## src/rtl/eqa_pkg.sv

```systemverilog
// Shared types and constants for the EQ band coefficient loader.
// Coefficients are Q2.16 in 18 bits; the state enum is shared with the bench.
package eqa_pkg;

    typedef logic signed [17:0] coeff_t;

    localparam coeff_t     COEFF_ONE = 18'h10000;
    localparam logic [7:0] EQA_HDR   = 8'hA5;
    localparam int         NUM_COEFF = 6;
    localparam int         PAY_BYTES = 18;

    typedef enum logic [2:0] {
        ST_IDLE,
        ST_BAND,
        ST_PAY,
        ST_CHK,
        ST_PEND
    } eqa_state_e;

endpackage

```

## src/rtl/eqa_byte_timeout.sv

```systemverilog
// Inter-byte watchdog: counts consecutive enabled cycles without a clear.
// o_expire is high on the TIMEOUT_CYC-th such cycle; the counter then restarts.
module eqa_byte_timeout #(
    parameter int TIMEOUT_CYC = 65535
) (
    input  logic clk,
    input  logic rst_n,
    input  logic i_clr,
    input  logic i_en,
    output logic o_expire
);

    localparam int CW = $clog2(TIMEOUT_CYC + 1);

    logic [CW-1:0] r_cnt;

    assign o_expire = i_en && !i_clr && (r_cnt == CW'(TIMEOUT_CYC - 1));

    always_ff @(posedge clk or negedge rst_n) begin
        if (!rst_n) begin
            r_cnt <= '0;
        end else if (i_clr || !i_en || o_expire) begin
            r_cnt <= '0;
        end else begin
            r_cnt <= r_cnt + 1'b1;
        end
    end

endmodule

```

## src/rtl/eqa_coeff_loader.sv

```systemverilog
// Assembles one biquad band's coefficient set from a 21-byte frame, commits it
// with coeff_we, then applies it with coeff_set on the next audio sample tick.
module eqa_coeff_loader
    import eqa_pkg::*;
#(
    parameter int         BAND_ID     = 3,
    parameter logic [7:0] HDR         = EQA_HDR,
    parameter int         TIMEOUT_CYC = 65535
) (
    input  logic       clk,
    input  logic       rst_n,
    input  logic       s_valid,
    input  logic [7:0] s_data,
    output logic       s_ready,
    input  logic       sample_tick,
    output coeff_t     Eqa_A_0,
    output coeff_t     Eqa_A_1,
    output coeff_t     Eqa_A_2,
    output coeff_t     Eqa_B_0,
    output coeff_t     Eqa_B_1,
    output coeff_t     Eqa_B_2,
    output logic       coeff_we,
    output logic       coeff_set,
    output logic       EQA_flag,
    output logic       err
);

    eqa_state_e r_state;
    logic       r_s_ready;
    logic       r_coeff_we;
    logic       r_coeff_set;
    logic       r_flag;
    logic       r_err;
    logic [7:0] r_band;
    logic [7:0] r_csum;
    logic [4:0] r_pay_cnt;
    logic [7:0] r_shadow [PAY_BYTES];
    coeff_t     r_coeff  [NUM_COEFF];

    logic       w_accept;
    logic       w_expire;
    logic       w_to_en;
    coeff_t     w_shadow_coeff [NUM_COEFF];

    assign w_accept = s_valid && r_s_ready;
    assign w_to_en  = (r_state == ST_BAND) || (r_state == ST_PAY) || (r_state == ST_CHK);

    eqa_byte_timeout #(
        .TIMEOUT_CYC (TIMEOUT_CYC)
    ) u_timeout (
        .clk      (clk),
        .rst_n    (rst_n),
        .i_clr    (w_accept),
        .i_en     (w_to_en),
        .o_expire (w_expire)
    );

    // Payload order is B_0,B_1,B_2,A_0,A_1,A_2; only the low 2 bits of each lead byte count.
    genvar gi;
    generate
        for (gi = 0; gi < NUM_COEFF; gi++) begin : g_pack
            assign w_shadow_coeff[gi] = {r_shadow[3*gi][1:0], r_shadow[3*gi+1], r_shadow[3*gi+2]};
        end
    endgenerate

    always_ff @(posedge clk) begin
        if (r_state == ST_PAY && w_accept) begin
            r_shadow[r_pay_cnt] <= s_data;
        end
    end

    always_ff @(posedge clk or negedge rst_n) begin
        if (!rst_n) begin
            r_state     <= ST_IDLE;
            r_s_ready   <= 1'b1;
            r_coeff_we  <= 1'b0;
            r_coeff_set <= 1'b0;
            r_flag      <= 1'b0;
            r_err       <= 1'b0;
            r_band      <= '0;
            r_csum      <= '0;
            r_pay_cnt   <= '0;
            for (int i = 0; i < NUM_COEFF; i++) begin
                r_coeff[i] <= (i == 0 || i == 3) ? COEFF_ONE : '0;
            end
        end else begin
            r_coeff_we  <= 1'b0;
            r_coeff_set <= 1'b0;
            r_err       <= 1'b0;
            case (r_state)
                ST_IDLE: begin
                    if (w_accept && s_data == HDR) begin
                        r_state <= ST_BAND;
                    end
                end
                ST_BAND: begin
                    if (w_accept) begin
                        r_band    <= s_data;
                        r_csum    <= s_data;
                        r_pay_cnt <= '0;
                        r_state   <= ST_PAY;
                    end else if (w_expire) begin
                        r_err   <= 1'b1;
                        r_state <= ST_IDLE;
                    end
                end
                ST_PAY: begin
                    if (w_accept) begin
                        r_csum <= r_csum ^ s_data;
                        if (r_pay_cnt == 5'(PAY_BYTES - 1)) begin
                            r_state <= ST_CHK;
                        end else begin
                            r_pay_cnt <= r_pay_cnt + 1'b1;
                        end
                    end else if (w_expire) begin
                        r_err   <= 1'b1;
                        r_state <= ST_IDLE;
                    end
                end
                ST_CHK: begin
                    if (w_accept) begin
                        if (s_data != r_csum) begin
                            r_err   <= 1'b1;
                            r_state <= ST_IDLE;
                        end else if (r_band == 8'(BAND_ID)) begin
                            for (int i = 0; i < NUM_COEFF; i++) begin
                                r_coeff[i] <= w_shadow_coeff[i];
                            end
                            r_coeff_we <= 1'b1;
                            r_flag     <= 1'b1;
                            r_s_ready  <= 1'b0;
                            r_state    <= ST_PEND;
                        end else begin
                            r_state <= ST_IDLE;
                        end
                    end else if (w_expire) begin
                        r_err   <= 1'b1;
                        r_state <= ST_IDLE;
                    end
                end
                ST_PEND: begin
                    // A tick landing in the commit cycle itself is too early to apply.
                    if (r_coeff_set) begin
                        r_flag    <= 1'b0;
                        r_s_ready <= 1'b1;
                        r_state   <= ST_IDLE;
                    end else if (sample_tick && !r_coeff_we) begin
                        r_coeff_set <= 1'b1;
                    end
                end
                default: begin
                    r_state <= ST_IDLE;
                end
            endcase
        end
    end

    assign s_ready   = r_s_ready;
    assign coeff_we  = r_coeff_we;
    assign coeff_set = r_coeff_set;
    assign EQA_flag  = r_flag;
    assign err       = r_err;
    assign Eqa_B_0   = r_coeff[0];
    assign Eqa_B_1   = r_coeff[1];
    assign Eqa_B_2   = r_coeff[2];
    assign Eqa_A_0   = r_coeff[3];
    assign Eqa_A_1   = r_coeff[4];
    assign Eqa_A_2   = r_coeff[5];

endmodule

```

## config.mk

```make
export PLATFORM = sky130hd
export DESIGN_NAME = eqa_coeff_loader
export DESIGN_NICKNAME = d
export VERILOG_FILES = /design/src/rtl/eqa_pkg.sv /design/src/rtl/eqa_byte_timeout.sv /design/src/rtl/eqa_coeff_loader.sv
export SDC_FILE = /design/constraint.sdc
export NUM_CORES = 1
export LEC_CHECK = 0
export CAP_MARGIN = 25
export CORE_ASPECT_RATIO = 0.9
export CORE_MARGIN = 2
export CORE_UTILIZATION = 55
export DETAILED_ROUTE_END_ITERATION = 7
export PLACE_DENSITY = 0.9
export SLEW_MARGIN = 20
export SYNTH_ARGS = -nofsm -noshare
export SYNTH_HDL_FRONTEND = slang
export SYNTH_SLANG_ARGS = --single-unit
export TNS_END_PERCENT = 50
```

## constraint.sdc

```tcl
create_clock -name clk -period 2.75 [get_ports clk]
set_clock_uncertainty 0.05 [all_clocks]
set_input_delay 0.825 -clock clk [delete_from_list [all_inputs] [get_ports clk]]
set_output_delay 0.825 -clock clk [all_outputs]
set_load 0.05 [all_outputs]
```

==> key figures, run 1 <==
Critical path
  – Kind of cell adding the most delay to the critical path: buffers and inverters
  – CP Capture Type: output pin
  – Critical path depth: 1
  – Setup slack, reg-to-reg: 410 ps
  – Critical Path RT: 1880 ps
  – Slowest stage delay, CP: 930 ps
  – Worst r2r path cells: 5
  – Crit path cell chain: clkdlybuf4s50_1
  – Crit Path Class: reg2out
  – Worst Path Buf+Inv: 1
  – CP startpoint kind: flip-flop
  – Critical Path AT: 1810 ps
  – CP Max Fanout: 2
  – Crit-path slowest cell: clkdlybuf4s50_1

Power and ir drop
  – Power share of the combinational group: 0.039
  – Psw: 0.00164 W
  – Max rail drop VDD: 356 uV
  – P_leak: 5.16 nW
  – Flop pwr share: 0.533
  – Clock share of power: 0.427
  – Power density cells: 634 nW/um^2
  – Int Power: 0.00617 W
  – Sw Ratio: 0.210

Detailed routing
  – DRC viols: 0
  – Post-DRT Antenna Nets: 0
  – Vias: 5855
  – WL per Instance: 22.3 um
  – WL final: 22900 um
  – DRT Pass-1 Iters: 5
  – DR vias/cell: 5.71
  – 1st-iter DRT viols: 582

Timing
  – Post-Route Setup TNS: 0 ps
  – Worst slew pin tran: 675 ps
  – Final Max Tran Viols: 0
  – Tmin final: 2680 ps
  – Worst slew margin: 0.544
  – Setup violators final: 0
  – Fin. Hold Viols: 0
  – Setup ws final: 66.6 ps
  – RSZ-0062 raised after global routing: no
  – Period utilization: 0.976
  – F_max: 373 MHz

CTS
  – Worst skew pair latency: 520 ps
  – Clock sink count: 261
  – Post-CTS Repair Setup Buffers: 0
  – Maximum root-to-sink buffer count: 3
  – Post-CTS sizing: 3
  – CTS tree: built
  – Clock transition at path regs: 60 ps
  – Hold-fix buffers at CTS: 0
  – Number of CTS-inserted buffers: 25
  – H-tree levels: 1
  – Root Buffer Master: clkbuf_16

Floorplanning
  – Core box area: 17400 um^2
  – Top Ports: 125
  – Row Count: 46
  – DIE WIDTH: 144 um
  – Initial Utilization: 0.556
  – Die Y: 130 um
  – Die ar.: 18700 um^2

Logic synthesis
  – Share of the synthesized area in the top cell type: 0.387
  – Synth Area in Adders: 0.00775
  – Syn nets: 612
  – Synth top area cells: dfrtp_1 (39%), edfxtp_1 (33%), mux2_2 (13%)
  – Synth cell count leaders: dfrtp_1 (150), edfxtp_1 (108), mux2_2 (108), nor2_1 (47), a21oi_1 (18)
  – Synth cell types: 47
  – Syn Area/Cell: 16.3 um^2
  – Ys flop type: dfrtp_1
  – XOR/XNOR Fraction of Synth Area: 0.0226
  – Synth Warn #: 0
  – Syn Inst Count: 594
  – Post-synth top area cell: dfrtp_1
  – Synth Cell Area: 9690 um^2
  – Post-synthesis simple-gate area fraction: 0.0629
  – Dominant cell by count in the synthesized netlist: dfrtp_1
  – Main combinational cell family by area after synthesis: multiplexers
  – Seq cells post-synth: 261
  – Async S/R FF share, synth: 0.586
  – Number of flops mapped to enable cells by yosys: 108
  – Sequential-to-total area share from yosys stat: 0.730
  – Mux cell area share after synthesis: 0.135
  – Complex-gate fraction of the synthesized area: 0.0267

Global route
  – Vias in the first global route: 6136
  – GRT Util Overall: 0.251
  – First-pass GRT wire length: 35300 um
  – Largest net degree at the start of global routing: 66
  – Aggregate global routing overflow: 0
  – Antenna violations before repair: 0

Placed design
  – IO buf count: 124
  – Post-DP HPWL: 14400 um
  – Pre-CTS WS: -348 ps
  – GPL Wtd Cong: 0.789

Cells and area
  – ANT cells: 0
  – Ratio of cells with drive above 1 in the final layout: 0.252
  – Area grow syn2layout: 27.1%
  – # nets final: 786

Job
  – Total of max-cap violations: 0

Outcome
  – Outcome: finished, final reports clean

Worst hold path
  – Worst Hold Class: in2async
==> worst paths after layout <==
check	from	to
min in group clk	coeff_we$_DFF_PN0_	coeff_set$_DFF_PN0_
hold reg to reg	coeff_we$_DFF_PN0_	coeff_set$_DFF_PN0_
hold / removal	rst_n	Eqa_A_1[5]$_DFFE_PN0P_
max in group asynchronous	rst_n	Eqa_A_0[1]$_DFFE_PN0P_
setup / recovery	Eqa_B_2[6]$_DFFE_PN0P_	Eqa_B_2[6]
setup reg to reg	r_state[2]$_DFFE_PN0P_	r_shadow[16][5]$_DFFE_PP_
==> sequential cells by signal, indices dropped and copies added (netlist names) <==
| register | flops |
|---|---|
| Eqa_B_0 | 18 |
| s_ready | 1 |
| r_shadow | 108 |
| err | 1 |
| r_state | 3 |
| r_band | 8 |
| Eqa_B_2 | 18 |
| coeff_we | 1 |
| Eqa_A_0 | 18 |
| Eqa_B_1 | 18 |
| Eqa_A_1 | 18 |
| u_timeout.r_cnt | 16 |
| EQA_flag | 1 |
| coeff_set | 1 |
| r_csum | 8 |
| r_pay_cnt | 5 |
| Eqa_A_2 | 18 |
==> power groups by stage <==
stage / Sequential (W) / Clock, W / Combinational [W]
after floorplan: 0.00423 / 0 / 0.000119
after global placement: 0.00423 / 0 / 0.000270
after detailed placement: 0.00424 / 0 / 0.000293
final: 0.00417 / 0.00334 / 0.000308
after CTS: 0.00417 / 0.00338 / 0.000306
after global routing: 0.00417 / 0.00355 / 0.000335
==> placed cells by master, fill, tap and decap left out, drive strengths merged, types with 3 or more instances in the layout <==
cell type and instances:
nor3 4, xor2 9, a21oi 18, nand2 14, nor4b 3, nand3 16
buf 45, dfstp 3, ha 6, nand4 9, clkdlybuf4s50 120, clkbuf 38
o211ai 3, inv 8, mux2 116, or3b 3, xnor2 16, clkinv 3
dfrtp 150, edfxtp 108, dlygate4sd2 3, and2 3, nor2 47, nor4 4
o21ai 10
==> through the flow <==
step	cell area, um^2	total power (W)	util	cells	hold slack [ps]
after floorplan	9690	0.00435	-	594	389
after global placement	11500	0.00450	0.661	981	392
after detailed placement	11500	0.00453	0.661	981	397
after CTS	12300	0.00785	0.706	1026	274
after global routing	12300	0.00806	0.706	1026	291
final	12300	0.00781	0.706	1026	255
==> cell type report <==
cell class / instances / area [um^2]
clock inverters: 7 / 90.1
repair buffers: 168 / 1640
well taps: 240 / 300
fillers: 1020 / 5120
flip-flops and latches: 261 / 7080
clock buffers: 38 / 704
inverters: 7 / 26.3
multi-input cells: 305 / 2480
==> cells by family (layout without fill, tap and decap cells) <==
group,count (synthesis),count (layout)
flip-flops,261,261
AND/OR/NAND/NOR,117,117
multiplexers,116,116
AO/OA/AOI/OAI,41,41
buffers and inverters,28,220
XOR/XNOR,25,25
adder cells (fa/ha/maj),6,6
==> layer usage <==
layer	vias to the layer above	wire length, um	track usage	part of all wire
met4	0	781	0.100	0.034
met1	2986	8700	0.318	0.38
met5	-	0	0	0
met3	63	1680	0.0510	0.073
met2	289	11700	0.429	0.51
li1	2517	-	-	-
(Power assumes the default switching activity.)
==> inputs of run 2 (changes only) <==
--- a/config.mk
+++ b/config.mk
@@ -11,6 +11,7 @@
 export CORE_UTILIZATION = 55
 export DETAILED_ROUTE_END_ITERATION = 7
 export PLACE_DENSITY = 0.9
+export RECOVER_POWER = 25
 export SLEW_MARGIN = 20
 export SYNTH_ARGS = -nofsm -noshare
 export SYNTH_HDL_FRONTEND = slang
==> key figures, run 2 (synthesized netlist as in run 1, its figures left out) <==
Outcome
  – Outcome: finished with violations
  – Failing checks: max-capacitance violations, max-slew violations

Detailed routing
  – DR vias/cell: 5.68
  – DRC viols: 0
  – Post-DRT Antenna Nets: 0
  – 1st-iter DRT viols: 581
  – WL final: 22900 um
  – Vias: 5824
  – WL per Instance: 22.3 um
  – DRT Pass-1 Iters: 5

Floorplanning
  – DIE WIDTH: 144 um
  – Initial Utilization: 0.556
  – Die Y: 130 um
  – Die ar.: 18700 um^2
  – Top Ports: 125
  – Row Count: 46
  – Core box area: 17400 um^2

CTS
  – Clock sink count: 261
  – Root Buffer Master: clkbuf_16
  – Hold-fix buffers at CTS: 0
  – H-tree levels: 1
  – Worst skew pair latency: 520 ps
  – Number of CTS-inserted buffers: 25
  – Clock transition at path regs: 60 ps
  – Maximum root-to-sink buffer count: 3
  – CTS tree: built

Global route
  – GRT Util Overall: 0.251
  – Antenna violations before repair: 0
  – First-pass GRT wire length: 35300 um
  – Vias in the first global route: 6136
  – Largest net degree at the start of global routing: 66
  – Aggregate global routing overflow: 0

Power and ir drop
  – Psw: 0.00165 W
  – Clock share of power: 0.428
  – Power density cells: 636 nW/um^2
  – Int Power: 0.00617 W
  – Sw Ratio: 0.211
  – Max rail drop VDD: 354 uV
  – Tot Pwr: 0.00781 W
  – P_leak: 5.15 nW
  – Power share of the combinational group: 0.039
  – Flop pwr share: 0.533

Timing
  – Final Max Tran Viols: 65
  – Worst slew margin: -0.151
  – Tmin final: 2700 ps
  – Setup violators final: 0
  – Period utilization: 0.983
  – RSZ-0062 raised after global routing: no
  – F_max: 370 MHz
  – Setup ws final: 47.3 ps
  – Post-Route Setup TNS: 0 ps
  – Worst slew pin tran: 1730 ps
  – Fin. Hold Viols: 0

Critical path
  – Reg2reg start: r_state[2]$_DFFE_PN0P_
  – CP startpoint kind: input pin
  – Critical Path AT: 3040 ps
  – Worst Path Buf+Inv: 3
  – CP Max Fanout: 24
  – Kind of cell adding the most delay to the critical path: buffers and inverters
  – Crit-path slowest cell: dlygate4sd3_1
  – CP Capture Type: flip-flop
  – Slowest stage delay, CP: 590 ps
  – Critical Path RT: 3090 ps
  – Crit path cell chain: dlygate4sd3_1 -> xnor2_1 -> nand4_1 -> nor4b_4 -> buf_4 -> buf_12 -> mux2_2
  – CP startpoint: s_data[5]
  – Crit Path Class: in2reg

Cells and area
  – Post-route non-filler standard cell count: 1026
  – Ratio of cells with drive above 1 in the final layout: 0.248
  – Max FFs per register: 108
  – Biggest register: r_shadow
  – ANT cells: 0
  – Commonest cells after routing, fill and taps aside: dfrtp_1 (150), clkdlybuf4s50_1 (119), mux2_2 (108), edfxtp_1 (108), nor2_1 (47)
  – Area grow syn2layout: 26.9%
  – Commonest non-fill, non-tap cell in the layout: dfrtp_1
  – Final instance area: 12300 um^2
  – # nets final: 786

Placed design
  – IO buf count: 124
  – GPL Wtd Cong: 0.789
  – Inst Count DP: 981
  – Post-DP HPWL: 14400 um
  – Pre-CTS WS: -348 ps
  – DP Area: 11500 um^2

Worst hold path
  – Worst Hold Class: reg2reg
  – Hold Startpoint: coeff_we$_DFF_PN0_

Job
  – Total of max-cap violations: 1
-- run 2: changes by cell type in the layout (fill, tap and decap cells not counted) --
cell and change:
buf_4 -6, clkbuf_2 +4, clkbuf_1 +3, buf_6 -1, clkdlybuf4s50_1 -1, dlygate4sd3_1 +1
-- run 2: worst paths after layout --
check | end | slack (ps) | cells past startpoint
max | Eqa_A_1[17]$_DFFE_PN0P_ | 50 | 7
min | coeff_set$_DFF_PN0_ | 400 | 1
max reg2reg | r_shadow[16][5]$_DFFE_PP_ | 400 | 5
min reg2reg | coeff_set$_DFF_PN0_ | 400 | 1
max in group asynchronous | Eqa_A_2[7]$_DFFE_PN0P_ | 590 | 2
min in group asynchronous | Eqa_B_1[1]$_DFFE_PN0P_ | 710 | 1
-- run 2: routing by layer --
metal,GRT usage,up-vias,wire length [um]
met5,0,-,0
met4,0.100,0,824
met3,0.0510,69,1540
met2,0.429,269,11700
met1,0.318,2974,8850
li1,-,2512,-
-- run 2: area by class of cell --
| type | instances | area, um^2 |
|---|---|---|
| flip-flops and latches | 261 | 7080 |
| fillers | 1026 | 5150 |
| multi-input cells | 305 | 2480 |
| repair buffers | 168 | 1620 |
| clock buffers | 38 | 704 |
| well taps | 240 | 300 |
| clock inverters | 7 | 90.1 |
| inverters | 7 | 26.3 |
-- run 2: power groups by stage --
| stage | clock [W] | combinational [W] | sequential, W |
|---|---|---|---|
| final | 0.00334 | 0.000305 | 0.00417 |
| after CTS | 0.00338 | 0.000306 | 0.00417 |
| after global routing | 0.00355 | 0.000331 | 0.00417 |
| after floorplan | 0 | 0.000119 | 0.00423 |
| after detailed placement | 0 | 0.000293 | 0.00424 |
| after global placement | 0 | 0.000270 | 0.00423 |
-- run 2: through the flow --
step | util | hold slack [ps]
detailed placement | 0.661 | 397
global route | 0.705 | 426
global placement | 0.661 | 392
finish | 0.705 | 400
CTS | 0.706 | 274
floorplan | - | 389
-- run 2: timing repair --
| action | 4_1_cts | 5_1_grt |
|---|---|---|
| setup buffers | 0 | 0 |
| endpoints found under the setup margin | 3 | 0 |
| gates resized for setup | 3 | 0 |
==> inputs of run 3 (changes only) <==
--- a/config.mk
+++ b/config.mk
@@ -10,6 +10,7 @@
 export CORE_MARGIN = 2
 export CORE_UTILIZATION = 55
 export DETAILED_ROUTE_END_ITERATION = 7
+export MAX_ROUTING_LAYER = met4
 export PLACE_DENSITY = 0.9
 export RECOVER_POWER = 25
 export SLEW_MARGIN = 20
==> key figures, run 3 (synthesized netlist as in run 1, its figures left out) <==
Cells and area
  – Multi-input logic area: 2480 um^2
  – Register area: 7080 um^2
  – ANT cells: 0
  – Max FFs per register: 108
  – Fillcell total: 1026
  – # nets final: 786
  – Commonest non-fill, non-tap cell in the layout: dfrtp_1
  – Area grow syn2layout: 26.9%
  – Commonest cells after routing, fill and taps aside: dfrtp_1 (150), clkdlybuf4s50_1 (119), mux2_2 (108), edfxtp_1 (108), nor2_1 (47)
  – Ratio of cells with drive above 1 in the final layout: 0.248
  – Biggest register: r_shadow
  – Post-route non-filler standard cell count: 1026

Timing
  – Period utilization: 0.981
  – F_max: 371 MHz
  – Post-Route Setup TNS: 0 ps
  – Fin. Hold Viols: 0
  – Hold_ws: 400 ps
  – Setup violators final: 0
  – RSZ-0062 raised after global routing: no
  – Tmin final: 2700 ps
  – Worst slew margin: -0.143
  – Worst slew pin tran: 1710 ps
  – Setup ws final: 52.7 ps
  – Final Max Tran Viols: 65

Critical path
  – Critical Path RT: 3090 ps
  – CP Capture Type: flip-flop
  – Critical Path AT: 3040 ps
  – CP Max Fanout: 24
  – CP startpoint kind: input pin
  – Crit Path Class: in2reg

CTS
  – CTS tree: built
  – Maximum root-to-sink buffer count: 3
  – Clock sink count: 261
  – H-tree levels: 1
  – Hold-fix buffers at CTS: 0
  – Number of CTS-inserted buffers: 25
  – Root Buffer Master: clkbuf_16
  – Worst skew pair latency: 520 ps
  – Clock transition at path regs: 60 ps

Global route
  – First-pass GRT wire length: 35300 um
  – Largest net degree at the start of global routing: 66
  – Vias in the first global route: 6134
  – Antenna violations before repair: 0
  – GRT Util Overall: 0.259
  – Aggregate global routing overflow: 0

Detailed routing
  – WL per Instance: 22.3 um
  – Vias: 5844
  – DRC viols: 0
  – DRT Pass-1 Iters: 5
  – Post-DRT Antenna Nets: 0
  – 1st-iter DRT viols: 633
  – DR vias/cell: 5.70
  – WL final: 22900 um

Floorplanning
  – Initial Utilization: 0.556
  – Core box area: 17400 um^2
  – Top Ports: 125
  – Row Count: 46
  – Die ar.: 18700 um^2
  – Die Y: 130 um
  – DIE WIDTH: 144 um

Job
  – Total of max-cap violations: 1

Power and ir drop
  – P_leak: 5.15 nW
  – Power density cells: 636 nW/um^2
  – Max rail drop VDD: 354 uV

Placed design
  – IO buf count: 124
  – Post-DP HPWL: 14400 um
  – Pre-CTS WS: -348 ps
  – GPL Wtd Cong: 0.800
  – Inst Count DP: 981

Outcome
  – Failing checks: max-capacitance violations, max-slew violations
  – Outcome: finished with violations

Worst hold path
  – Worst Hold Class: reg2reg
## run 3: cell counts in the layout (fill, tap and decap cells not counted)
No cell type changed its count.
## run 3: layout make-up
cell class,count,share of cell area
clock buffers,38,0.0573
flip-flops and latches,261,0.576
repair buffers,168,0.132
well taps,240,0.0244
inverters,7,0.00214
multi-input cells,305,0.202
clock inverters,7,0.00733
## run 3: per-layer routing
layer	vias to the layer above	GRT usage	share of wire	routed length (um)
li1	2516	-	-	-
met1	2979	0.318	0.38	8690
met2	278	0.432	0.51	11700
met3	71	0.0503	0.074	1690
met4	0	0.0980	0.034	781
met5	-	-	0	0
## run 3: per-stage QoR
stage          utilization  power (W)  instance area (um^2)
2_1_floorplan            -    0.00435                  9690
3_3_place_gp         0.661    0.00450                 11500
4_1_cts              0.706    0.00785                 12300
5_1_grt              0.705    0.00806                 12300
6_report             0.705    0.00781                 12300
3_5_place_dp         0.661    0.00453                 11500
## run 3: repair_timing
action                                  4_1_cts  5_1_grt
endpoints found under the setup margin        3        0
resized for setup                             3        0
setup buffers                                 0        0
## run 3: power by group
group	leakage, nW	switching, W	internal [W]
Clock	0.384	0.00139	0.00195
Sequential	3.09	0.0000589	0.00411
Combinational	1.67	0.000200	0.000103
## run 3: worst paths after layout
kind	start	endpoint	slack, ps	cells past startpoint
min reg2reg	coeff_we$_DFF_PN0_	coeff_set$_DFF_PN0_	400	1
max	s_data[5]	Eqa_A_1[17]$_DFFE_PN0P_	50	7
min in group asynchronous	rst_n	Eqa_B_1[1]$_DFFE_PN0P_	700	1
max in group asynchronous	rst_n	Eqa_A_0[1]$_DFFE_PN0P_	620	2
min	coeff_we$_DFF_PN0_	coeff_set$_DFF_PN0_	400	1
max reg2reg	r_state[2]$_DFFE_PN0P_	r_shadow[16][5]$_DFFE_PP_	390	5
## run 3: critical path, stage by stage
cell and delay [ps]:
dlygate4sd3_1 590, xnor2_1 190, nand4_1 260, nor4b_4 370, buf_4 220, buf_12 190, mux2_2 360
